## config.mk

```make
export PLATFORM = sky130hd
export DESIGN_NAME = uart_tx_sched
export DESIGN_NICKNAME = d
export VERILOG_FILES = /design/src/rtl/uart_tx_sched.sv
export SDC_FILE = /design/constraint.sdc
export NUM_CORES = 1
export LEC_CHECK = 0
export BUFFER_PORTS_ARGS = -buffer_cell sky130_fd_sc_hd__buf_2
export CAP_MARGIN = 20
export CORE_ASPECT_RATIO = 0.9
export CORE_MARGIN = 8
export CORE_UTILIZATION = 37
export DETAILED_ROUTE_END_ITERATION = 7
export GPL_TIMING_DRIVEN = 0
export SYNTH_ARGS = -nofsm -noshare
export SYNTH_HDL_FRONTEND = slang
export SYNTH_SLANG_ARGS = --single-unit
```

## constraint.sdc

```tcl
create_clock -name clk_in -period 5.6 [get_ports clk_in]
set_input_delay 0.28 -clock clk_in [delete_from_list [all_inputs] [get_ports clk_in]]
set_output_delay 0.28 -clock clk_in [all_outputs]
set_load 0.02 [all_outputs]
```

## src/rtl/uart_tx_sched.sv

```systemverilog
// Two-requester round-robin byte scheduler driving an 8N1 UART transmit line.
// Define UART_TX_SCHED_PARITY_EN to insert a parity bit (ODD_PARITY selects its sense).
module uart_tx_sched #(
    parameter int CLKS_PER_BIT = 868
`ifdef UART_TX_SCHED_PARITY_EN
    , parameter bit ODD_PARITY = 1'b0
`endif
) (
    input  logic       clk_in,
    input  logic       rst,
    input  logic       req0_valid,
    input  logic [7:0] req0_data,
    output logic       req0_ready,
    input  logic       req1_valid,
    input  logic [7:0] req1_data,
    output logic       req1_ready,
    output logic       tx_out,
    output logic       busy,
    output logic       grant_id,
    output logic       tx_done
);

`ifdef UART_TX_SCHED_PARITY_EN
    typedef enum logic [2:0] {IDLE, START, DATA, PARITY, STOP} state_t;
`else
    typedef enum logic [1:0] {IDLE, START, DATA, STOP} state_t;
`endif

    localparam logic [15:0] LAST     = 16'(CLKS_PER_BIT - 1);
    localparam logic [15:0] PRE_LAST = 16'(CLKS_PER_BIT - 2);

    state_t      state;
    logic [15:0] cnt;
    logic [2:0]  idx;
    logic [7:0]  data_q;
    logic        favour1;
    logic        win1;
    logic        accept;
    logic        bit_end;
    logic [7:0]  win_data;

    // Contention goes to whichever requester was not granted last.
    always_comb begin
        win1   = 1'b0;
        accept = 1'b0;
        if (req0_valid && req1_valid)
            win1 = favour1;
        else
            win1 = req1_valid;
        accept = (state == IDLE) && !rst && (req0_valid || req1_valid);
    end

    assign req0_ready = accept && !win1;
    assign req1_ready = accept && win1;
    assign win_data   = win1 ? req1_data : req0_data;
    assign bit_end    = (cnt == LAST);

    always_ff @(posedge clk_in) begin
        if (rst) begin
            state    <= IDLE;
            tx_out   <= 1'b1;
            busy     <= 1'b0;
            grant_id <= 1'b0;
            tx_done  <= 1'b0;
            cnt      <= '0;
            idx      <= '0;
            data_q   <= '0;
            favour1  <= 1'b0;
        end else begin
            case (state)
                IDLE: begin
                    tx_out  <= 1'b1;
                    tx_done <= 1'b0;
                    cnt     <= '0;
                    idx     <= '0;
                    if (accept) begin
                        state    <= START;
                        data_q   <= win_data;
                        grant_id <= win1;
                        favour1  <= !win1;
                        busy     <= 1'b1;
                        tx_out   <= 1'b0;
                    end
                end
                START: begin
                    if (bit_end) begin
                        cnt    <= '0;
                        idx    <= '0;
                        state  <= DATA;
                        tx_out <= data_q[0];
                    end else begin
                        cnt <= cnt + 16'd1;
                    end
                end
                DATA: begin
                    if (bit_end) begin
                        cnt <= '0;
                        idx <= idx + 3'd1;
                        if (idx == 3'd7) begin
`ifdef UART_TX_SCHED_PARITY_EN
                            state  <= PARITY;
                            tx_out <= (^data_q) ^ ODD_PARITY;
`else
                            state  <= STOP;
                            tx_out <= 1'b1;
`endif
                        end else begin
                            tx_out <= data_q[idx + 3'd1];
                        end
                    end else begin
                        cnt <= cnt + 16'd1;
                    end
                end
`ifdef UART_TX_SCHED_PARITY_EN
                PARITY: begin
                    if (bit_end) begin
                        cnt    <= '0;
                        state  <= STOP;
                        tx_out <= 1'b1;
                    end else begin
                        cnt <= cnt + 16'd1;
                    end
                end
`endif
                STOP: begin
                    // tx_done is registered, so raise it one cycle ahead of the final stop cycle.
                    if (bit_end) begin
                        cnt     <= '0;
                        state   <= IDLE;
                        busy    <= 1'b0;
                        tx_done <= 1'b0;
                        tx_out  <= 1'b1;
                    end else begin
                        cnt     <= cnt + 16'd1;
                        tx_done <= (cnt == PRE_LAST);
                    end
                end
                default: begin
                    state  <= IDLE;
                    busy   <= 1'b0;
                    tx_out <= 1'b1;
                end
            endcase
        end
    end

endmodule
```

# After elaboration in Yosys (flattened, before gate mapping)
# Index checks and enable logic that the tools add are counted.
# Widths: inputs -> output; s select.
# classes
n_addsub,2
order_cmp,1
n_eq_ne,11
muxes,26
reduce_logical,17
# op_table
cell,n
$eq 16x10->1 const B,2
$pmux 16 s2,1
$add 16x1->16 const B,1
$mux 16,1
$mux 1,10
$mux 2,5
$ne 2x2->1 const B,5
$pmux 3 s3,1
$reduce_and 3->1,3
$mux 8,1
$pmux 2 s4,1
$mux 3,2
$logic_and 1x1->1,5
$reduce_and 5->1,1
$eq 2x2->1 const B,2
$lt 3x4->1 const B,1
$pmux 1 s2,2
$pmux 1 s4,1
$add 3x1->3 const B,1
$bmux 1 s3,1
$eq 3x3->1 const B,1
$reduce_bool 3->1,1
$reduce_or 3->1,1
$eq 2x1->1 const B,1
5 further kinds,6
# totals
reg_bits,34
input_bits,20
out_inout_bits,6
word_cells,66

# Longest topological paths before layout
# Gate-level depths: netlist (run 1).
# logic_depth
ltp_word,6
depth_mapped,8
ltp_nobuf,7

# Least setup slack after synthesis (run 1)
# No wires, ideal clock.
# synth_timing
kind,flip-flop to flip-flop
start,reg cnt[3]
end,reg state[1]
setup_time_ns,0.072
arrival_ns,1.892
required_ns,5.528
setup_slack_ns,3.636
path_stages_with_launch,6
n_path_buf,0
synth_period_minus_slack_ns,1.964
cell_sequence,dfxtp_1 > or4_4 > nor4_4 > a21oi_1 > a221oi_1 > mux2i_1
# synth_via
elab_chain_len,3
word_cells_on_any_way,5
cone_classes,eq/ne (4); reduce/logical (1)
# synth_lines
item,line_no,rtl
start: declaration,33,logic [15:0] cnt;
start signal: assignment,92,cnt <= cnt + 16'd1;
start signal: assignment,111,cnt <= cnt + 16'd1;
start signal: assignment,134,cnt <= cnt + 16'd1;
$eq 16x10->1 (*),56,assign bit_end = (cnt == LAST);
$ne 2x2->1 (no line),--,
$reduce_and 5->1 (no line) (*),--,
end signal: assignment,60,state <= IDLE;
end signal: assignment,77,state <= START;
end signal: assignment,89,state <= DATA;
end: declaration,32,state_t state;
# Every way passes the cells marked *; elsewhere a longest branch is shown, timed or not.
# A chain may end at the register's enable or synchronous reset.

# Worst setup path in the final report (run 1)
# layout_timing
start,reg state[0]
end,out req0_ready
# layout_via
elab_chain_len,4
# layout_lines
item,line_no,rtl
$logic_not 2->1,50,accept = (state == IDLE) && !rst && (req0_valid || req1_valid);
$logic_and 1x1->1 (2 in series),50,
$logic_and 1x1->1,53,assign req0_ready = accept && !win1;
end: declaration,13,"output logic req0_ready,"
# Every way passes these cells.

==> results.yml, run 1 <==
status:
  status: "finished, final reports clean"
floorplan:
  core_area_mm2: 0.004461
  die_w_um: 87.83
  num_io_pins: 26
  fp.dieH_um: 80.65
  initial_core_util_pct: 38.51
  dieArea_mm2: 0.007083
  rows: 23
hold_path:
  hold_class: "primary input to flip-flop"
  hp-start: "rst"
grt:
  grt_pass1_vias: 1343
  grt_pass1_wl_um: 6113
  overflow: 0
  grt_max_degree: 11
  antenna_found_initial: 0
  gr-usage-all-layers_pct: 10.88
layout:
  nets: 250
  fin_cells: 283
  num_antenna_cells: 0
  layout_common_cells: "nor2_1 (34), dfxtp_1 (34), buf_2 (25)"
  drive_gt1_share_pct: 19.00
  syn2layout_area_growth_pct: 16.31
  stdcell_area_mm2: 0.001998
placement:
  dp_hpwl_um: 2625
  dpl_cell_area_mm2: 0.001916
  post-place-ws_ns: 3.353
  gp_congestion: 0.7239
  io_buffers: 24
  post-place-cells: 277
timing:
  setup_viol: 0
  rsz0062_at_grt: "false"
  fin_skew_ns: 0.004358
  tightest_slew_ns: 0.5825
  min_period_ns: 2.253
  finalCritPeriodShare_pct: 40.24
  hold_violations: 0
  tns_ns: 0
  maxSlewViolCount: 0
  slew_headroom_pct: 61.17
  fin_ws_ns: 3.347
  max_freq_mhz: 443.8
synth:
  synth_seq_area_share_pct: 39.62
  synth_area_mm2: 0.001718
  synth_cell_types: 39
  avgSynthCellArea_um2: 8.994
  postSynthRegisterBits: 34
  netlist_instances: 191
  syn_nets: 219
  yosys_warnings: 0
critical_path:
  path_class: "flip-flop to primary output"
  rr_startpoint: "cnt[0]$_SDFF_PP0_"
  critPathLaunchType: "flip-flop"
  cp-startpoint: "state[0]$_SDFFE_PP0P_"
  endpoint_kind: "primary output"
  crit_required_ns: 5.32
  path_max_fanout: 10
  crit_arrival_ns: 1.97
  rrSetupSlack_ns: 3.37
power:
  leakage_nw: 0.7735
  max-vdd-ir-drop_uv: 224.0
  power_density_mw_per_mm2: 354.7
  p_total_w: 0.0007087
clocking:
  cts_setup_buffers: 0
  clk_pin_slew_ns: 0.07
  root_buffer: "clkbuf_8"
  cts_tree: "done"
  clock_latency_ns: 0.28
  cts.hold.buffers_added: 0
  post_cts_resized: 0
  clock-sinks: 34
  cts_buffers: 5
  clockBufferDepth: 2
  cts-htree-levels: 2
job:
  maxCapViolCount: 0
drt:
  ant_nets: 0
  viasPerCell: 4.767
  drtIter0Drc: 59
  num_vias: 1349
  drc: 0
  wl_per_cell_um: 12.08
  routed_wl_um: 3418
  drt_pass1_iterations: 4
-- critical path, cell delays in order, from the launching register on --
cell and delay (ns):
dfxtp_1 0.34, inv_1 0.10, ha_1 0.29, o21a_1 0.16, clkbuf_1 0.32, nand2_1 0.19
nor2b_1 0.13, buf_2 0.17
-- cells in the mapped netlist, drive strengths merged --
| cell | count | area [um^2] |
|---|---|---|
| nor3 | 2 | 10.01 |
| clkdlybuf4s50 | 2 | 22.52 |
| or4b | 1 | 10.01 |
| a221oi | 1 | 8.760 |
| inv | 8 | 30.03 |
| a211o | 1 | 8.760 |
| o21a | 2 | 15.01 |
| or2 | 2 | 12.51 |
| o21ai | 8 | 40.04 |
| or4bb | 1 | 11.26 |
| nand3 | 6 | 30.03 |
| nand2b | 1 | 6.260 |
| clkbuf | 3 | 21.27 |
| o221ai | 1 | 8.760 |
| nor2 | 34 | 127.6 |
| o31a | 1 | 8.760 |
| nand4 | 3 | 18.77 |
| nor4bb | 1 | 10.01 |
| a211oi | 10 | 75.07 |
| or3 | 2 | 12.51 |
| buf | 3 | 20.01 |
| nand2 | 14 | 55.06 |
| a21o | 1 | 7.510 |
| and4 | 1 | 8.760 |
| ha | 8 | 100.1 |
| a21oi | 8 | 40.04 |
| xor2 | 7 | 61.31 |
| mux4 | 1 | 22.52 |
| nor4 | 2 | 27.53 |
| dfxtp | 34 | 680.7 |
| mux2i | 11 | 110.1 |
| xnor2 | 7 | 61.31 |
| nor2b | 2 | 12.51 |
| or4 | 2 | 22.52 |
-- layer usage --
layer	vias to the layer above	GRT usage, %	wire (um)
li1	724	-	-
met1	609	14.00	1826
met2	11	16.68	1463
met3	5	2.243	71
met4	0	5.660	57
met5	-	0	0
-- power breakdown --
| group | switching, W | internal, W | leakage [nW] | total, W |
|---|---|---|---|---|
| combinational | 0.000136 | 0.0000940 | 0.453 | 0.000230 |
| clock | 0.0000806 | 0.0000947 | 0.0431 | 0.000175 |
| sequential | 0.0000234 | 0.000280 | 0.277 | 0.000303 |
| total | 0.000240 | 0.000469 | 0.773 | 0.000709 |
-- layout make-up --
class	instances	area (um^2)
fillers	454	2462
plain buffers	8	63.81
inverters	8	30.03
multi-input cells	141	943.4
repair buffers	24	120.1
flip-flops and latches	34	680.7
clock buffers	6	82.58
well taps	62	77.57
-- cell families after synthesis --
kind of cell | after synthesis | synth area share, %
fa+ha+maj | 8 | 5.827
simple gates | 74 | 21.85
mux | 12 | 7.720
flops | 34 | 39.62
xor+xnor | 14 | 7.138
compound gates | 33 | 12.38
buf+inv | 16 | 5.462
-- sequential cells by signal (all words and copies together) (netlist names) --
signal    flops
busy          1
data_q        8
idx           3
state         2
grant_id      1
tx_done       1
cnt          16
favour1       1
tx_out        1
-- path summary, 6_finish.rpt --
path,end,cells past startpoint
setup / recovery,req0_ready,7
hold / removal,data_q[0]$_SDFFE_PP0P_,2
setup reg to reg,cnt[12]$_SDFF_PP0_,7
hold reg to reg,tx_done$_SDFFE_PP0P_,2
-- through the flow --
step	utilization, %	hold slack [ns]
finish	44.80	0.1948
global route	44.80	0.1910
CTS	44.80	0.1904
detailed placement	42.95	0.4613
global placement	42.95	0.4513
floorplan	-	0.4411
No activity file was read; power rests on OpenSTA's default activity.
==> run 2, diff against run 1 <==
==> constraint.sdc (replaced) <==
create_clock -name clk_in -period 1.9 [get_ports clk_in]
set_input_delay 0.095 -clock clk_in [delete_from_list [all_inputs] [get_ports clk_in]]
set_output_delay 0.095 -clock clk_in [all_outputs]
set_load 0.02 [all_outputs]
==> run 2 against run 1 <==
Effect of this change:
- the flow now finishes with violations (setup timing)
- critical path depth down 1
- cell count up 4.2%
- via count up 6.2%
- highest routed layer unchanged
==> results.yml, run 2 (synthesis gave the netlist of run 1 again) <==
clocking:
  root_buffer: "clkbuf_8"
  clk_pin_slew_ns: 0.07
  clock-sinks: 34
  cts_buffers: 5
  cts-htree-levels: 2
  clockBufferDepth: 2
  clock_latency_ns: 0.29
  cts_tree: "done"
grt:
  overflow: 0
  grt_pass1_vias: 1336
  grt_pass1_wl_um: 6168
  gr-usage-all-layers_pct: 10.97
  antenna_found_initial: 0
  grt_max_degree: 11
floorplan:
  rows: 23
  die_w_um: 87.83
  core_area_mm2: 0.004461
  dieArea_mm2: 0.007083
  initial_core_util_pct: 38.51
  num_io_pins: 26
  fp.dieH_um: 80.65
layout:
  largestRegisters: "cnt: 16 flops, data_q: 8 flops, idx: 3 flops"
  stdcell_area_mm2: 0.002198
  fillers: 433
  final_common_cell: "nor2_1"
  regMostFlops: "cnt"
  num_antenna_cells: 0
  nets: 260
  syn2layout_area_growth_pct: 27.97
  drive_gt1_share_pct: 31.76
  layout_common_cells: "nor2_1 (34), dfxtp_1 (27), buf_2 (24)"
  fin_cells: 295
  multi_input_area_mm2: 0.001041
  largest_reg_flops: 16
  regArea_um2: 689.4
critical_path:
  rrSetupSlack_ns: -0.12
  endpoint_kind: "flip-flop"
  rr_startpoint: "cnt[7]$_SDFF_PP0_"
  critPathSlowestCell: "or4_4"
  cp_cell_sequence: "or4_4, nor4_4, buf_4, nand2_4, or4b_4, a21oi_2"
  crit_arrival_ns: 2.25
  critical_path.max_stage_delay_ns: 0.54
  path_class: "flip-flop to flip-flop"
  path_max_fanout: 4
  timing.rr.end: "idx[0]$_SDFFE_PP0P_"
  crit_required_ns: 2.13
  reg2regPathDepth: 6
  critPathLaunchType: "flip-flop"
drt:
  drc: 0
  drt_pass1_iterations: 4
  drtIter0Drc: 79
  wl_per_cell_um: 12.35
  num_vias: 1432
  ant_nets: 0
  routed_wl_um: 3642
  viasPerCell: 4.854
timing:
  min_period_ns: 2.021
  fin_skew_ns: 0.007886
  whs_ns: 0.1377
  rsz0062_at_grt: "true"
  hold_violations: 0
  fin_ws_ns: -0.1212
  setup_viol: 6
  slew_headroom_pct: 66.10
  max_freq_mhz: 494.8
  finalCritPeriodShare_pct: 106.4
  tightest_slew_ns: 0.5038
  maxSlewViolCount: 0
hold_path:
  min_path_cells: 3
  hold_class: "primary input to flip-flop"
  hp-start: "req1_data[0]"
  worst_hold_path.endpoint: "data_q[0]$_SDFFE_PP0P_"
status:
  status: "finished with violations"
  violations: "setup timing"
placement:
  gp_congestion: 0.7533
  dpl_cell_area_mm2: 0.001928
  post-place-cells: 277
  io_buffers: 24
  dp_hpwl_um: 2565
power:
  power_density_mw_per_mm2: 1038
  netSwitchingPower_w: 0.0007959
  leakage_nw: 0.8650
  max-vdd-ir-drop_uv: 785.9
  p_int_w: 0.001487
  p_sw_share_pct: 34.87
  comb_power_share_pct: 36.4
  seq_power_share_pct: 39.3
  clockPowerShare_pct: 24.4
job:
  maxCapViolCount: 0
[run 2: cell count changes in the layout (fill, tap and decap cells not counted), moves of 2 or more]
cell     before  now
o21ai_0       8    6
nor3_2        0    2
nor3_1        2    0
a21oi_1       8    5
ha_1          8    5
buf_4         0   11
a21oi_2       0    2
dfxtp_2       0    7
dfxtp_1      34   27
o21ai_1       0    2
ha_4          0    2
[run 2: how the worst max path moves through the flow]
stage / slack (ns) / end / start / depth (start not counted)
4_1_cts: -0.11 / idx[0]$_SDFFE_PP0P_ / cnt[3]$_SDFF_PP0_ / 6
3_3_place_gp: -0.21 / busy$_SDFFE_PP0P_ / state[0]$_SDFFE_PP0P_ / 8
3_5_place_dp: -0.23 / cnt[12]$_SDFF_PP0_ / cnt[0]$_SDFF_PP0_ / 7
6_report: -0.12 / idx[0]$_SDFFE_PP0P_ / cnt[7]$_SDFF_PP0_ / 6
5_1_grt: -0.17 / idx[0]$_SDFFE_PP0P_ / cnt[7]$_SDFF_PP0_ / 6
2_1_floorplan: -0.02 / idx[0]$_SDFFE_PP0P_ / cnt[7]$_SDFF_PP0_ / 5
[run 2: layout make-up]
class / instances / area share [%]
plain buffers: 6 / 2.561
clock buffers: 7 / 3.927
clock inverters: 1 / 0.2277
inverters: 8 / 1.366
multi-input cells: 141 / 47.35
flip-flops and latches: 34 / 31.36
well taps: 62 / 3.529
repair buffers: 36 / 9.676
[run 2: power by group through the flow]
| stage | Clock [W] | Sequential [W] | Combinational [W] |
|---|---|---|---|
| after floorplan | 0 | 0.000924 | 0.000505 |
| after global placement | 0 | 0.000910 | 0.000688 |
| after detailed placement | 0 | 0.000911 | 0.000695 |
| after CTS | 0.000575 | 0.000895 | 0.000728 |
| after global routing | 0.000607 | 0.000913 | 0.000918 |
| final | 0.000556 | 0.000896 | 0.000830 |
[run 2: per-layer routing]
layer / vias to the layer above / wire [um] / track usage (%)
li1: 742 / - / -
met1: 670 / 1823 / 14.24
met2: 15 / 1635 / 16.38
met3: 5 / 107 / 2.345
met4: 0 / 76 / 6.175
met5: - / 0 / 0
[run 2: what timing repair did]
| item | CTS | global route |
|---|---|---|
| setup buffers | 8 | 3 |
| hold buffers | 1 | 0 |
| gates resized for setup | 13 | 15 |
| setup endpoints to repair | 22 | 19 |
| pin swaps | 6 | 1 |
| cloned | 0 | 0 |
| hold endpoints to repair | 4 | 0 |
[run 2: stage by stage]
stage                     total power [W]  util (%)  setup TNS (ns)  setup WS (ns)
final                            0.002283     49.28         -0.4332        -0.1212
after global routing             0.002437     49.28         -0.8053        -0.1740
after floorplan                  0.001429         -        -0.01892       -0.01892
after CTS                        0.002198     47.52         -0.8899        -0.1127
after detailed placement         0.001606     43.23          -3.007        -0.2283
after global placement           0.001598     43.23          -2.805        -0.2065
[run 2: critical path: cells and delay by family, from the launching register on]
family | cells | cell delay [ns]
AND/OR/NAND/NOR | 4 | 1.35
flip-flops | 1 | 0.33
buffers and inverters | 1 | 0.18
AO/OA/AOI/OAI | 1 | 0.12
==> run 3, diff against run 2 <==
--- a/config.mk
+++ b/config.mk
@@ -10,6 +10,7 @@
 export CORE_ASPECT_RATIO = 0.9
 export CORE_MARGIN = 8
 export CORE_UTILIZATION = 37
+export CTS_CLUSTER_DIAMETER = 40
 export DETAILED_ROUTE_END_ITERATION = 7
 export GPL_TIMING_DRIVEN = 0
 export SYNTH_ARGS = -nofsm -noshare
==> constraint.sdc (replaced) <==
create_clock -name clk_in -period 1.9 [get_ports clk_in]
set_input_delay 0.19 -clock clk_in [delete_from_list [all_inputs] [get_ports clk_in]]
set_output_delay 0.19 -clock clk_in [all_outputs]
set_load 0.02 [all_outputs]
==> run 3 against run 2 <==
Effect of this change:
- wire length up 1.5%
- critical endpoint unchanged
- the run still ends with setup timing left
- count of clock-buffer cells in the layout did not move
- critical path type unchanged
- non-clock buffer count fell by 2
- via count up 0.35%
- global-route usage is essentially flat
- sequential power about the same
- cell count is 0.68% lower
==> results.yml, run 3 (synthesis gave the netlist of run 1 again) <==
clocking:
  cts_tree: "done"
  clock-sinks: 34
  cts_buffers: 5
  clk_pin_slew_ns: 0.07
  clockBufferDepth: 2
  cts-htree-levels: 2
  clock_latency_ns: 0.29
  root_buffer: "clkbuf_8"
floorplan:
  dieArea_mm2: 0.007083
  core_area_mm2: 0.004461
  rows: 23
  fp.dieH_um: 80.65
  die_w_um: 87.83
  num_io_pins: 26
  initial_core_util_pct: 38.51
grt:
  grt_max_degree: 11
  gr-usage-all-layers_pct: 10.99
  antenna_found_initial: 0
  grt_pass1_wl_um: 6182
  grt_pass1_vias: 1322
  overflow: 0
layout:
  fillers: 439
  largestRegisters: "cnt: 16 flops, data_q: 8 flops, idx: 3 flops"
  final_common_cell: "nor2_1"
  regMostFlops: "cnt"
  nets: 258
  fin_cells: 293
  syn2layout_area_growth_pct: 26.15
  regArea_um2: 690.7
  stdcell_area_mm2: 0.002167
  drive_gt1_share_pct: 30.30
  layout_common_cells: "nor2_1 (34), dfxtp_1 (28), buf_2 (24)"
  multi_input_area_mm2: 0.001033
  largest_reg_flops: 16
  num_antenna_cells: 0
critical_path:
  crit_arrival_ns: 2.26
  path_class: "flip-flop to flip-flop"
  path_max_fanout: 6
  rrSetupSlack_ns: -0.13
  crit_required_ns: 2.13
  critPathLaunchType: "flip-flop"
  endpoint_kind: "flip-flop"
placement:
  dpl_cell_area_mm2: 0.001928
  gp_congestion: 0.7533
  post-place-ws_ns: -0.2283
  io_buffers: 24
  dp_hpwl_um: 2565
  post-place-cells: 277
hold_path:
  hold_class: "primary input to flip-flop"
timing:
  setup_viol: 15
  hold_violations: 0
  maxSlewViolCount: 0
  min_period_ns: 2.032
  rsz0062_at_grt: "true"
  tightest_slew_ns: 0.4958
  finalCritPeriodShare_pct: 106.9
  slew_headroom_pct: 66.64
  fin_ws_ns: -0.1320
  max_freq_mhz: 492.1
  whs_ns: 0.08956
  fin_skew_ns: 0.006951
power:
  p_total_w: 0.002270
  leakage_nw: 0.8581
  max-vdd-ir-drop_uv: 779.6
  power_density_mw_per_mm2: 1047
drt:
  drc: 0
  num_vias: 1437
  routed_wl_um: 3695
  ant_nets: 0
  drt_pass1_iterations: 4
  wl_per_cell_um: 12.61
  viasPerCell: 4.904
  drtIter0Drc: 45
status:
  status: "finished with violations"
  violations: "setup timing"
job:
  maxCapViolCount: 0
## run 3: cell count changes in the layout (fill, tap and decap cells not counted), sizes merged
cell           delta
dlygate4sd3       -1
clkdlybuf4s50     -1
## run 3: timing repair
item                       in CTS  in global routing
setup endpoints to repair      22                 18
gates resized for setup        11                 12
hold buffers                    0                  0
buffers inserted                7                  4
pin swaps                       6                  6
## run 3: worst paths after layout
path | cells past startpoint | end | startpoint
worst max-delay path | 6 | idx[0]$_SDFFE_PP0P_ | cnt[2]$_SDFF_PP0_
worst min-delay path | 2 | data_q[0]$_SDFFE_PP0P_ | rst
worst max register to register | 6 | idx[0]$_SDFFE_PP0P_ | cnt[2]$_SDFF_PP0_
worst min register to register | 2 | tx_done$_SDFFE_PP0P_ | tx_done$_SDFFE_PP0P_
## run 3: report_power, final
part           switching (W)  total (W)  internal, W  leakage [nW]
clock network       0.000270   0.000562     0.000292        0.0482
registers          0.0000711   0.000894     0.000823         0.281
logic               0.000458   0.000813     0.000356         0.529
## run 3: metal layers
metal	GRT usage [%]	up-vias	part of all wire [%]
met5	0	-	0
met4	6.175	0	2.1
met3	2.345	5	3.3
met2	16.15	22	44
met1	14.48	670	50
li1	-	740	-
## run 3: area by class of cell
cell class | instances | share of cell area (%)
buffer | 5 | 1.905
clock buffer | 7 | 3.984
clock inverter | 1 | 0.2309
inverter | 8 | 1.386
multi-input combinational | 141 | 47.69
sequential | 34 | 31.87
tap | 62 | 3.580
timing repair buffer | 35 | 9.353
## run 3: worst max-delay path: stages, from the launching register on
cell and delay (ns):
dfxtp_2 0.36, or4_4 0.50, nor4_4 0.27, buf_4 0.18, nand2_4 0.06, or4b_4 0.49, a21oi_2 0.12
## run 3: metrics by stage
step | util [%] | setup TNS (ns)
after detailed placement | 43.23 | -3.015
after global placement | 43.23 | -2.808
after global routing | 48.58 | -2.293
final | 48.58 | -1.205
after CTS | 46.96 | -1.121
after floorplan | - | -0.01892
